===== config.mk =====
export PLATFORM = sky130hd
export DESIGN_NAME = rgb_sram_streamer
export DESIGN_NICKNAME = d
export VERILOG_FILES = /design/src/rtl/rgb_sram_streamer.sv
export SDC_FILE = /design/constraint.sdc
export NUM_CORES = 1
export LEC_CHECK = 0
export CAP_MARGIN = 20
export CORE_MARGIN = 2
export CORE_UTILIZATION = 49
export DETAILED_ROUTE_END_ITERATION = 8
export PLACE_DENSITY = 0.68
export SLEW_MARGIN = 20
export SYNTH_ARGS = -nofsm -noshare
export SYNTH_HDL_FRONTEND = slang
export SYNTH_SLANG_ARGS = --single-unit

===== constraint.sdc =====
create_clock -name clock -period 10.55 [get_ports clock]
set_clock_uncertainty 0.2 [all_clocks]
set_input_delay 2.11 -clock clock [delete_from_list [all_inputs] [get_ports clock]]
set_output_delay 2.11 -clock clock [all_outputs]
set_load 0.03 [all_outputs]

===== src/rtl/rgb_sram_streamer.sv =====
// Reads a packed RGB frame from external SRAM and streams it as 24-bit pixels
// in raster order over a valid/ready interface, using a credit-controlled word FIFO.
module rgb_sram_streamer #(
  parameter int unsigned RGB_OFFSET = 146944,
  parameter int unsigned IMG_WIDTH  = 320,
  parameter int unsigned IMG_HEIGHT = 240,
  parameter int unsigned FIFO_DEPTH = 8
) (
  input  logic        clock,
  input  logic        reset,
  input  logic        start,
  output logic        done,
  output logic [17:0] SRAM_address,
  output logic        SRAM_we_n,
  input  logic [15:0] SRAM_read_data,
  output logic        pix_valid,
  input  logic        pix_ready,
  output logic [7:0]  pix_r,
  output logic [7:0]  pix_g,
  output logic [7:0]  pix_b,
  output logic [8:0]  pix_x,
  output logic [7:0]  pix_y,
  output logic        pix_eol
);

  localparam int unsigned NUM_WORDS = IMG_WIDTH * IMG_HEIGHT * 3 / 2;
  localparam int unsigned PTR_W     = $clog2(FIFO_DEPTH);
  localparam int unsigned CNT_W     = PTR_W + 1;
  localparam int unsigned AW        = 18;
  localparam int unsigned IDX_W     = 17;
  localparam int unsigned XW        = 9;
  localparam int unsigned YW        = 8;

  typedef enum logic [1:0] {S_IDLE, S_READ, S_DRAIN, S_DONE} state_e;

  state_e             state_q, state_d;
  logic [IDX_W-1:0]   word_idx_q, word_idx_d;
  logic [AW-1:0]      addr_q, addr_d;
  logic [1:0]         rd_vld_q, rd_vld_d;
  logic [15:0]        fifo_mem_q [FIFO_DEPTH];
  logic [PTR_W-1:0]   wr_ptr_q, wr_ptr_d, rd_ptr_q, rd_ptr_d;
  logic [CNT_W-1:0]   fifo_cnt_q, fifo_cnt_d;
  logic [2:0][15:0]   trip_q, trip_d;
  logic [1:0]         trip_cnt_q, trip_cnt_d;
  logic               p1_pend_q, p1_pend_d;
  logic [23:0]        p1_q, p1_d;
  logic [XW-1:0]      nx_q, nx_d;
  logic [YW-1:0]      ny_q, ny_d;
  logic               pix_valid_q, pix_valid_d;
  logic [23:0]        rgb_q, rgb_d;
  logic [XW-1:0]      pix_x_q, pix_x_d;
  logic [YW-1:0]      pix_y_q, pix_y_d;
  logic               pix_eol_q, pix_eol_d;
  logic               done_q, done_d;

  logic [CNT_W-1:0]   inflight;
  logic [1:0]         trip_cnt_eff;
  logic               issue, push, pop, load, trip_free, out_free, last_hs;

  // Next-state, read issue, FIFO bookkeeping, unpacker and output register.
  always_comb begin
    state_d      = state_q;
    word_idx_d   = word_idx_q;
    addr_d       = addr_q;
    wr_ptr_d     = wr_ptr_q;
    rd_ptr_d     = rd_ptr_q;
    trip_d       = trip_q;
    p1_pend_d    = p1_pend_q;
    p1_d         = p1_q;
    nx_d         = nx_q;
    ny_d         = ny_q;
    pix_valid_d  = pix_valid_q;
    rgb_d        = rgb_q;
    pix_x_d      = pix_x_q;
    pix_y_d      = pix_y_q;
    pix_eol_d    = pix_eol_q;
    load         = 1'b0;
    trip_free    = 1'b0;

    inflight = CNT_W'(rd_vld_q[0]) + CNT_W'(rd_vld_q[1]);
    issue    = (state_q == S_READ) && ((fifo_cnt_q + inflight) < CNT_W'(FIFO_DEPTH));
    rd_vld_d = {rd_vld_q[0], issue};
    push     = rd_vld_q[1];
    out_free = !pix_valid_q || pix_ready;
    last_hs  = pix_valid_q && pix_ready && (pix_x_q == XW'(IMG_WIDTH - 1))
               && (pix_y_q == YW'(IMG_HEIGHT - 1));

    case (state_q)
      S_IDLE: begin
        if (start) begin
          state_d    = S_READ;
          word_idx_d = '0;
          nx_d       = '0;
          ny_d       = '0;
        end
      end
      S_READ: begin
        if (issue) begin
          addr_d     = AW'(RGB_OFFSET) + AW'(word_idx_q);
          word_idx_d = word_idx_q + IDX_W'(1);
          if (word_idx_q == IDX_W'(NUM_WORDS - 1)) state_d = S_DRAIN;
        end
      end
      S_DRAIN: if (last_hs) state_d = S_DONE;
      S_DONE:  state_d = S_IDLE;
      default: state_d = S_IDLE;
    endcase
    done_d = (state_d == S_DONE);

    if (pix_valid_q && pix_ready) pix_valid_d = 1'b0;

    // Pixel 1 is parked in p1 so the triplet can refill while it waits.
    if (out_free) begin
      if (p1_pend_q) begin
        load      = 1'b1;
        rgb_d     = p1_q;
        p1_pend_d = 1'b0;
      end else if (trip_cnt_q == 2'd3) begin
        load      = 1'b1;
        rgb_d     = {trip_q[0], trip_q[1][15:8]};
        p1_d      = {trip_q[1][7:0], trip_q[2]};
        p1_pend_d = 1'b1;
        trip_free = 1'b1;
      end
    end

    if (load) begin
      pix_valid_d = 1'b1;
      pix_x_d     = nx_q;
      pix_y_d     = ny_q;
      pix_eol_d   = (nx_q == XW'(IMG_WIDTH - 1));
      if (nx_q == XW'(IMG_WIDTH - 1)) begin
        nx_d = '0;
        if (ny_q != YW'(IMG_HEIGHT - 1)) ny_d = ny_q + YW'(1);
      end else begin
        nx_d = nx_q + XW'(1);
      end
    end

    trip_cnt_eff = trip_free ? 2'd0 : trip_cnt_q;
    pop          = (fifo_cnt_q != '0) && (trip_cnt_eff != 2'd3);
    trip_cnt_d   = trip_cnt_eff;
    if (pop) begin
      case (trip_cnt_eff)
        2'd0:    trip_d[0] = fifo_mem_q[rd_ptr_q];
        2'd1:    trip_d[1] = fifo_mem_q[rd_ptr_q];
        default: trip_d[2] = fifo_mem_q[rd_ptr_q];
      endcase
      trip_cnt_d = trip_cnt_eff + 2'd1;
      rd_ptr_d   = rd_ptr_q + PTR_W'(1);
    end
    if (push) wr_ptr_d = wr_ptr_q + PTR_W'(1);
    fifo_cnt_d = fifo_cnt_q + CNT_W'(push) - CNT_W'(pop);
  end

  always_ff @(posedge clock) begin
    if (reset) begin
      state_q     <= S_IDLE;
      word_idx_q  <= '0;
      addr_q      <= '0;
      rd_vld_q    <= '0;
      wr_ptr_q    <= '0;
      rd_ptr_q    <= '0;
      fifo_cnt_q  <= '0;
      trip_q      <= '0;
      trip_cnt_q  <= '0;
      p1_pend_q   <= 1'b0;
      p1_q        <= '0;
      nx_q        <= '0;
      ny_q        <= '0;
      pix_valid_q <= 1'b0;
      rgb_q       <= '0;
      pix_x_q     <= '0;
      pix_y_q     <= '0;
      pix_eol_q   <= 1'b0;
      done_q      <= 1'b0;
    end else begin
      state_q     <= state_d;
      word_idx_q  <= word_idx_d;
      addr_q      <= addr_d;
      rd_vld_q    <= rd_vld_d;
      wr_ptr_q    <= wr_ptr_d;
      rd_ptr_q    <= rd_ptr_d;
      fifo_cnt_q  <= fifo_cnt_d;
      trip_q      <= trip_d;
      trip_cnt_q  <= trip_cnt_d;
      p1_pend_q   <= p1_pend_d;
      p1_q        <= p1_d;
      nx_q        <= nx_d;
      ny_q        <= ny_d;
      pix_valid_q <= pix_valid_d;
      rgb_q       <= rgb_d;
      pix_x_q     <= pix_x_d;
      pix_y_q     <= pix_y_d;
      pix_eol_q   <= pix_eol_d;
      done_q      <= done_d;
    end
  end

  // Storage only; occupancy and pointers live in the reset domain above.
  always_ff @(posedge clock) begin
    if (push) fifo_mem_q[wr_ptr_q] <= SRAM_read_data;
  end

  assign SRAM_address = addr_q;
  assign SRAM_we_n    = 1'b1;
  assign done         = done_q;
  assign pix_valid    = pix_valid_q;
  assign pix_r        = rgb_q[23:16];
  assign pix_g        = rgb_q[15:8];
  assign pix_b        = rgb_q[7:0];
  assign pix_x        = pix_x_q;
  assign pix_y        = pix_y_q;
  assign pix_eol      = pix_eol_q;

endmodule


## Word-level counts from Yosys, hierarchy flattened

Memory sizes are Yosys's and may differ from the RTL's. A register that Yosys moved wholly into a read port is not among the register bits.
Index checks and enable logic that the tools add are counted.
W data, S select, Z words.

| word-level totals | value |
|---|---|
| flip-flop bits (word level) | 185 |
| bits in writable memories | 128 |
| input bits | 20 |
| logic and storage cells | 106 |
| memories kept | 1 |

Memories:

| name | words | bits a word | read ports | clocked after Yosys merged registers in | write ports | line | RTL |
|---|---|---|---|---|---|---|---|
| fifo_mem_q | 8 | 16 | 1 | 1 | 1 | 40 | `logic [15:0] fifo_mem_q [FIFO_DEPTH];` |

| cells by class | value |
|---|---|
| add/subtract/negate cells | 11 |
| $lt $le $gt $ge | 1 |
| eq/ne operators | 14 |
| mux-type cells | 32 |
| bitwise logic cells | 2 |
| reduce and logical (&&, ||, !) cells | 24 |

Operators with widths:

| cell | number |
|---|---|
| $mux W24 | 2 |
| $mux W8 | 5 |
| $mux W9 | 4 |
| $mux W17 | 2 |
| $pmux W17 S2 | 1 |
| $add A18 B17 Y18 const A | 1 |
| $eq A9 B9 Y1 const B | 2 |
| $add A17 B1 Y17 const B | 1 |
| $eq A17 B17 Y1 const B | 1 |
| $mux W2 | 6 |
| $reduce_and A2 Y1 | 6 |
| $reduce_bool A2 Y1 | 5 |
| $add A9 B1 Y9 const B | 1 |
| $mux W1 | 9 |
| $add A8 B1 Y8 const B | 1 |
| $eq A2 B2 Y1 const B | 4 |
| $eq A8 B8 Y1 const B | 1 |
| $ne A8 B8 Y1 const B | 1 |
| $pmux W2 S4 | 1 |
| $add A3 B1 Y3 const B | 2 |
| $mux W3 | 2 |
| $ne A2 B2 Y1 const B | 3 |
| $reduce_and A3 Y1 | 2 |
| $logic_and A1 B1 Y1 | 5 |
| 13 further kinds | 16 |

## Longest topological paths before layout

| logic depth | value |
|---|---|
| depth in word-level cells | 9 |
| depth in mapped cells | 15 |

## Worst setup path before layout

No wires, ideal clock.

| path | value |
|---|---|
| path type | input-to-reg |
| from | input pix_ready |
| to | register fifo_cnt_q[2] |
| library setup time | 0.128 ns |
| arrival | 4.518 ns |
| required time | 10.222 ns |
| path slack | 5.704 ns |
| stages | 15 |
| path buffers | 2 |
| cells stage by stage | nor2b_1 > or3_1 > clkbuf_1 > nand2_1 > inv_1 > ha_1 > a31oi_1 > buf_2 > ha_1 > inv_1 > ha_1 > inv_1 > fa_1 > xor2_1 > nor2_1 |

| between the ends | value |
|---|---|
| longest elaborated chain between the ends | 6 |

Ends and longest elaborated chain:

| item | line | RTL |
|---|---|---|
| start, declared | 17 | `input logic pix_ready,` |
| $logic_or A1 B1 Y1 | 84 | `out_free = !pix_valid_q \|\| pix_ready;` |
| $mux W1 | 113 | `if (out_free) begin` |
| $mux W2 | 140 | `trip_cnt_eff = trip_free ? 2'd0 : trip_cnt_q;` |
| $ne A2 B2 Y1 | 141 | `pop = (fifo_cnt_q != '0) && (trip_cnt_eff != 2'd3);` |
| $logic_and A1 B1 Y1 | 141 |  |
| named net pop | 58 | `logic issue, push, pop, load, trip_free, out_free, last_hs;` |
| $sub A4 B1 Y4 | 153 | `fifo_cnt_d = fifo_cnt_q + CNT_W'(push) - CNT_W'(pop);` |
| end signal, assigned | 184 | `fifo_cnt_q <= fifo_cnt_d;` |
| end, declared | 42 | `logic [CNT_W-1:0] fifo_cnt_q, fifo_cnt_d;` |

The timed path passes the listed nets, and every way through them passes these cells.
A chain may end at the register's enable or synchronous reset.

## Worst setup path in the final report

| path | value |
|---|---|
| from | input pix_ready |
| to | register fifo_cnt_q[2] |

| between the ends | value |
|---|---|
| longest elaborated chain between the ends | 6 |

Ends and longest elaborated chain:

| item | line |
|---|---|
| $logic_or A1 B1 Y1 | 84 |
| $mux W1 | 113 |
| $mux W2 | 140 |
| $ne A2 B2 Y1 | 141 |
| $logic_and A1 B1 Y1 | 141 |
| $sub A4 B1 Y4 | 153 |

No other way between the ends.

==> impl_results.html <==
<table>
<tr><th>Metric</th><th>Value</th></tr>
<tr><th colspan="2">Outcome</th></tr>
<tr><td>Outcome</td><td>complete, no violations</td></tr>
<tr><th colspan="2">Floorplanning</th></tr>
<tr><td>Floorplan Core Area</td><td>0.0252 mm^2</td></tr>
<tr><td>Row count</td><td>58</td></tr>
<tr><td>Total Die Area</td><td>0.0269 mm^2</td></tr>
<tr><td>Effective utilization at floorplan</td><td>0.499</td></tr>
<tr><td>Die Height</td><td>164 um</td></tr>
<tr><td>Floorplan die width</td><td>164 um</td></tr>
<tr><td>Number of top-level pins</td><td>83</td></tr>
<tr><th colspan="2">Min path</th></tr>
<tr><td>Number of cells traversed by the worst hold path</td><td>2</td></tr>
<tr><td>Hold worst-path end</td><td>p1_q[2]</td></tr>
<tr><td>Hold path start</td><td>trip_q[34]</td></tr>
<tr><td>Hold Crit Class</td><td>flip-flop to flip-flop</td></tr>
<tr><th colspan="2">CTS</th></tr>
<tr><td>Number of gates resized after CTS</td><td>0</td></tr>
<tr><td>Clock Latency Late Sink</td><td>510 ps</td></tr>
<tr><td>Number of H-tree levels</td><td>2</td></tr>
<tr><td>Cts bufs inserted</td><td>34</td></tr>
<tr><td>Clock tree from TritonCTS</td><td>built</td></tr>
<tr><td>Total of hold buffers inserted after clock tree synthesis</td><td>0</td></tr>
<tr><td>Number of setup buffers added after CTS</td><td>0</td></tr>
<tr><td>Maximum number of buffers from clock root to sink</td><td>3</td></tr>
<tr><td>Clock transition at the register clock pins on the worst setup and hold paths after CTS</td><td>60 ps</td></tr>
<tr><td># clock sinks</td><td>316</td></tr>
<tr><td>Root cell of the clock tree</td><td>clkbuf_16</td></tr>
<tr><th colspan="2">Routing</th></tr>
<tr><td>First-pass detailed-route iteration total</td><td>6</td></tr>
<tr><td>Initial DRC Count</td><td>567</td></tr>
<tr><td>Met2 layer wire length in the routed design</td><td>11600 um</td></tr>
<tr><td>Routed length on met1</td><td>12100 um</td></tr>
<tr><td>Detail-routed via count per cell</td><td>5.40</td></tr>
<tr><td>Routed WL per cell</td><td>16.6 um</td></tr>
<tr><td>Post-DRT Antenna Nets</td><td>0</td></tr>
<tr><td>Final WL</td><td>25300 um</td></tr>
<tr><td>Total vias in the final route</td><td>8211</td></tr>
<tr><td>Remaining routing DRC violations</td><td>0</td></tr>
<tr><td>Highest metal used</td><td>met4</td></tr>
<tr><td>DR WL met3</td><td>1200 um</td></tr>
<tr><th colspan="2">Place</th></tr>
<tr><td>Number of buffers added on ports</td><td>81</td></tr>
<tr><td>Half-perimeter wire length of the detailed placement result</td><td>15300 um</td></tr>
<tr><td>RD Place Congestion</td><td>0.783</td></tr>
<tr><th colspan="2">Worst setup path</th></tr>
<tr><td>Minimum setup slack among reg-to-reg paths</td><td>6640 ps</td></tr>
<tr><td>Cell chain of the critical path</td><td>clkdlybuf4s50_1 &gt; nor2b_1 &gt; or3_1 &gt; buf_4 &gt; nand2_1 &gt; inv_1 &gt; ha_1 &gt; a31oi_1 &gt; ha_1 &gt; inv_1 &gt; ha_1 &gt; inv_1 &gt; fa_1 &gt; xor2_1 &gt; nor2_1</td></tr>
<tr><td>Data required time at the worst endpoint</td><td>10730 ps</td></tr>
<tr><td>Slowest cell on the critical path</td><td>a31oi_1</td></tr>
<tr><td>Family with the most delay on the worst path</td><td>adder cells</td></tr>
<tr><td>Largest stage delay on the critical path</td><td>740 ps</td></tr>
<tr><td>Terminus of the critical flop-to-flop path</td><td>fifo_cnt_q[2]</td></tr>
<tr><td>Critical Path End Type</td><td>flip-flop</td></tr>
<tr><td>Crit path buffers/inverters</td><td>5</td></tr>
<tr><td>Number of cells traversed by the worst register-to-register path</td><td>14</td></tr>
<tr><td>Largest driver fanout on the critical path</td><td>29</td></tr>
<tr><td>Critical path arrival</td><td>5780 ps</td></tr>
<tr><td>Critical path class</td><td>input port to flip-flop</td></tr>
<tr><td>Critical path launch point type</td><td>input port</td></tr>
<tr><td>Crit Reg-Reg Startpoint</td><td>pix_valid</td></tr>
<tr><th colspan="2">STA</th></tr>
<tr><td>Worst slew margin relative to its limit</td><td>0.253</td></tr>
<tr><td>Post-route setup TNS</td><td>0 ps</td></tr>
<tr><td>Unrepaired setup endpoints after global routing</td><td>no</td></tr>
<tr><td>Crit share post-route</td><td>0.531</td></tr>
<tr><td>Time the final worst path needs with I/O delays and setup</td><td>5600 ps</td></tr>
<tr><td>Slew at the pin with the worst max-slew slack</td><td>1120 ps</td></tr>
<tr><td>Setup-violating endpoint count in the final report</td><td>0</td></tr>
<tr><td>Highest achievable clock rate</td><td>179 MHz</td></tr>
<tr><td>Pins Over Slew Limit</td><td>0</td></tr>
<tr><td>Count of endpoints failing hold in the final timing report</td><td>0</td></tr>
<tr><th colspan="2">Finish</th></tr>
<tr><td>Top library cells by usage in the layout, fill and taps aside</td><td>dfxtp_1, nor2_1, edfxtp_1</td></tr>
<tr><td>Final net count</td><td>1204</td></tr>
<tr><td>Layout cells sized above 1</td><td>0.108</td></tr>
<tr><td>Most common library cell in the layout ignoring fill and taps</td><td>dfxtp_1</td></tr>
<tr><td>Final cell utilization of the core</td><td>0.585</td></tr>
<tr><td>Count of filler cells inserted in the layout</td><td>2072</td></tr>
<tr><td>Post-synthesis to final-layout area growth</td><td>17.3%</td></tr>
<tr><td>Antenna diodes</td><td>0</td></tr>
<tr><th colspan="2">Power</th></tr>
<tr><td>Static leakage</td><td>4.93 nW</td></tr>
<tr><td>Maximum ir drop on the vdd rail</td><td>0.135 mV</td></tr>
<tr><td>Power per unit of standard cell area</td><td>233 mW/mm^2</td></tr>
<tr><th colspan="2">Yosys</th></tr>
<tr><td>Number of synthesis warnings</td><td>0</td></tr>
<tr><td>Number of distinct standard cells referenced by the synthesized netlist</td><td>59</td></tr>
<tr><td>Syn_area_per_cell</td><td>11.3 um^2</td></tr>
<tr><td>Number of synthesized flops with an enable pin</td><td>128</td></tr>
<tr><td>Total nets after synthesis</td><td>1149</td></tr>
<tr><td>Flip-flop and latch count after synthesis</td><td>316</td></tr>
<tr><td>Number of standard cells after synthesis</td><td>1111</td></tr>
<tr><td>Mapped cell area</td><td>0.0126 mm^2</td></tr>
<tr><td>Sequential fraction of the synthesis area</td><td>0.606</td></tr>
<tr><td>Post-synth top flop</td><td>dfxtp_1</td></tr>
<tr><td>FFs w/ async S/R, synth</td><td>0</td></tr>
<tr><th colspan="2">GRT</th></tr>
<tr><td>Grt total ovfl</td><td>0</td></tr>
<tr><td>Overall fraction of global-route tracks in use</td><td>0.192</td></tr>
<tr><td>Via count of the first global-routing pass</td><td>7688</td></tr>
<tr><td>Number of antenna violations at the first check in global routing</td><td>0</td></tr>
<tr><td>First-pass GRT wire length</td><td>40900 um</td></tr>
<tr><td>Maximum number of pins on one net before global-route repair</td><td>91</td></tr>
<tr><th colspan="2">Run</th></tr>
<tr><td>Count of max-cap constraint violations</td><td>0</td></tr>
</table>
[cells in the mapped netlist, types with 5 or more instances]
library cell  instances  share of area
clkbuf_1             48          0.014
nand2b_1              8         0.0040
ha_1                 17          0.017
nor2b_1               5         0.0025
mux4_2               32          0.057
o21ai_0              24         0.0096
o21a_1                5         0.0030
nand2_1             111          0.033
and3_1                6         0.0030
buf_2                 9         0.0036
edfxtp_1            128           0.31
o2111ai_1             6         0.0042
nor2_1              192          0.057
xor2_1               16          0.011
mux2_2               16          0.014
a21oi_1              59          0.024
nand3_1              15         0.0060
a211oi_1             33          0.020
mux2i_1              40          0.032
xnor2_1              10         0.0070
buf_1                10         0.0030
dfxtp_1             188           0.30
nor3_1               42          0.017
inv_1                15         0.0045
or3_1                 6         0.0030
nand4_1              10         0.0050
[state kept, by name, summed over array words and instances (netlist names), 3 cells and up, named ones only]
name and flops:
pix_x 9, fifo_cnt_q 4, pix_y 8, ny_q 8
rd_ptr_q 3, trip_q 48, fifo_mem_q 128, p1_q 24
nx_q 9, wr_ptr_q 3, word_idx_q 17, rgb_q 24
SRAM_address 18
[through the flow]
stage               setup slack (ps)  power, mW  hold WS, ps  cell area (um^2)  cells
CTS                             4930       3.47          249             14700   1521
global placement                4480       2.29          237             13600   1460
global route                    4700       3.62          268             14700   1521
detailed placement              4420       2.30          239             13600   1460
finish                          4950       3.43          251             14700   1521
floorplan                       5700       2.08          229             12600   1111
[per-layer routing]
layer | global-route usage | up-vias
met5 | 0 | -
met2 | 0.303 | 162
met1 | 0.273 | 3930
li1 | - | 4081
met3 | 0.0346 | 38
met4 | 0.0510 | 0
[area by class of cell]
cell class,count,area (um^2),area share
repair buffers,89,868,0.0589
clock buffers,52,1040,0.0706
well taps,330,413,0.0280
multi-input cells,710,4670,0.317
clock inverters,9,70.1,0.00476
flip-flops and latches,316,7610,0.517
inverters,15,56.3,0.00382
[worst max path at each step]
stage / startpoint / endpoint / slack, ps / cells past startpoint
6_report: pix_ready / fifo_cnt_q[2] / 4950 / 15
5_1_grt: pix_ready / fifo_cnt_q[3] / 4700 / 15
4_1_cts: pix_ready / fifo_cnt_q[2] / 4930 / 15
3_5_place_dp: pix_ready / fifo_cnt_q[3] / 4420 / 15
3_3_place_gp: pix_ready / fifo_cnt_q[2] / 4480 / 15
2_1_floorplan: pix_ready / fifo_cnt_q[2] / 5700 / 15
[logic make-up (layout without fill, tap and decap cells)]
kind of cell / after synthesis / in the layout / synth area share
XOR/XNOR: 26 / 26 / 0.0181
AND/OR/NAND/NOR: 423 / 423 / 0.148
multiplexers: 89 / 89 / 0.105
adder cells (fa/ha/maj): 18 / 18 / 0.0185
buffers and inverters: 85 / 165 / 0.0275
other: 1 / 1 / 0.000299
AO/OA/AOI/OAI: 153 / 153 / 0.0766
flip-flops: 316 / 316 / 0.606
[power breakdown]
part | internal, mW | switching, mW | total, mW
clock network | 0.686 | 0.478 | 1.16
registers | 1.39 | 0.0803 | 1.47
logic | 0.320 | 0.478 | 0.798
[worst register-to-register path: cells and delay by family, from the launching register on]
kind                     cells  cell delay [ps]
AO/OA/AOI/OAI                1              740
buffers and inverters        4              440
adder cells (fa/ha/maj)      4             1090
flip-flops                   1              330
XOR/XNOR                     1              130
AND/OR/NAND/NOR              4              840
Note: power is estimated with default switching activity, not from simulation.
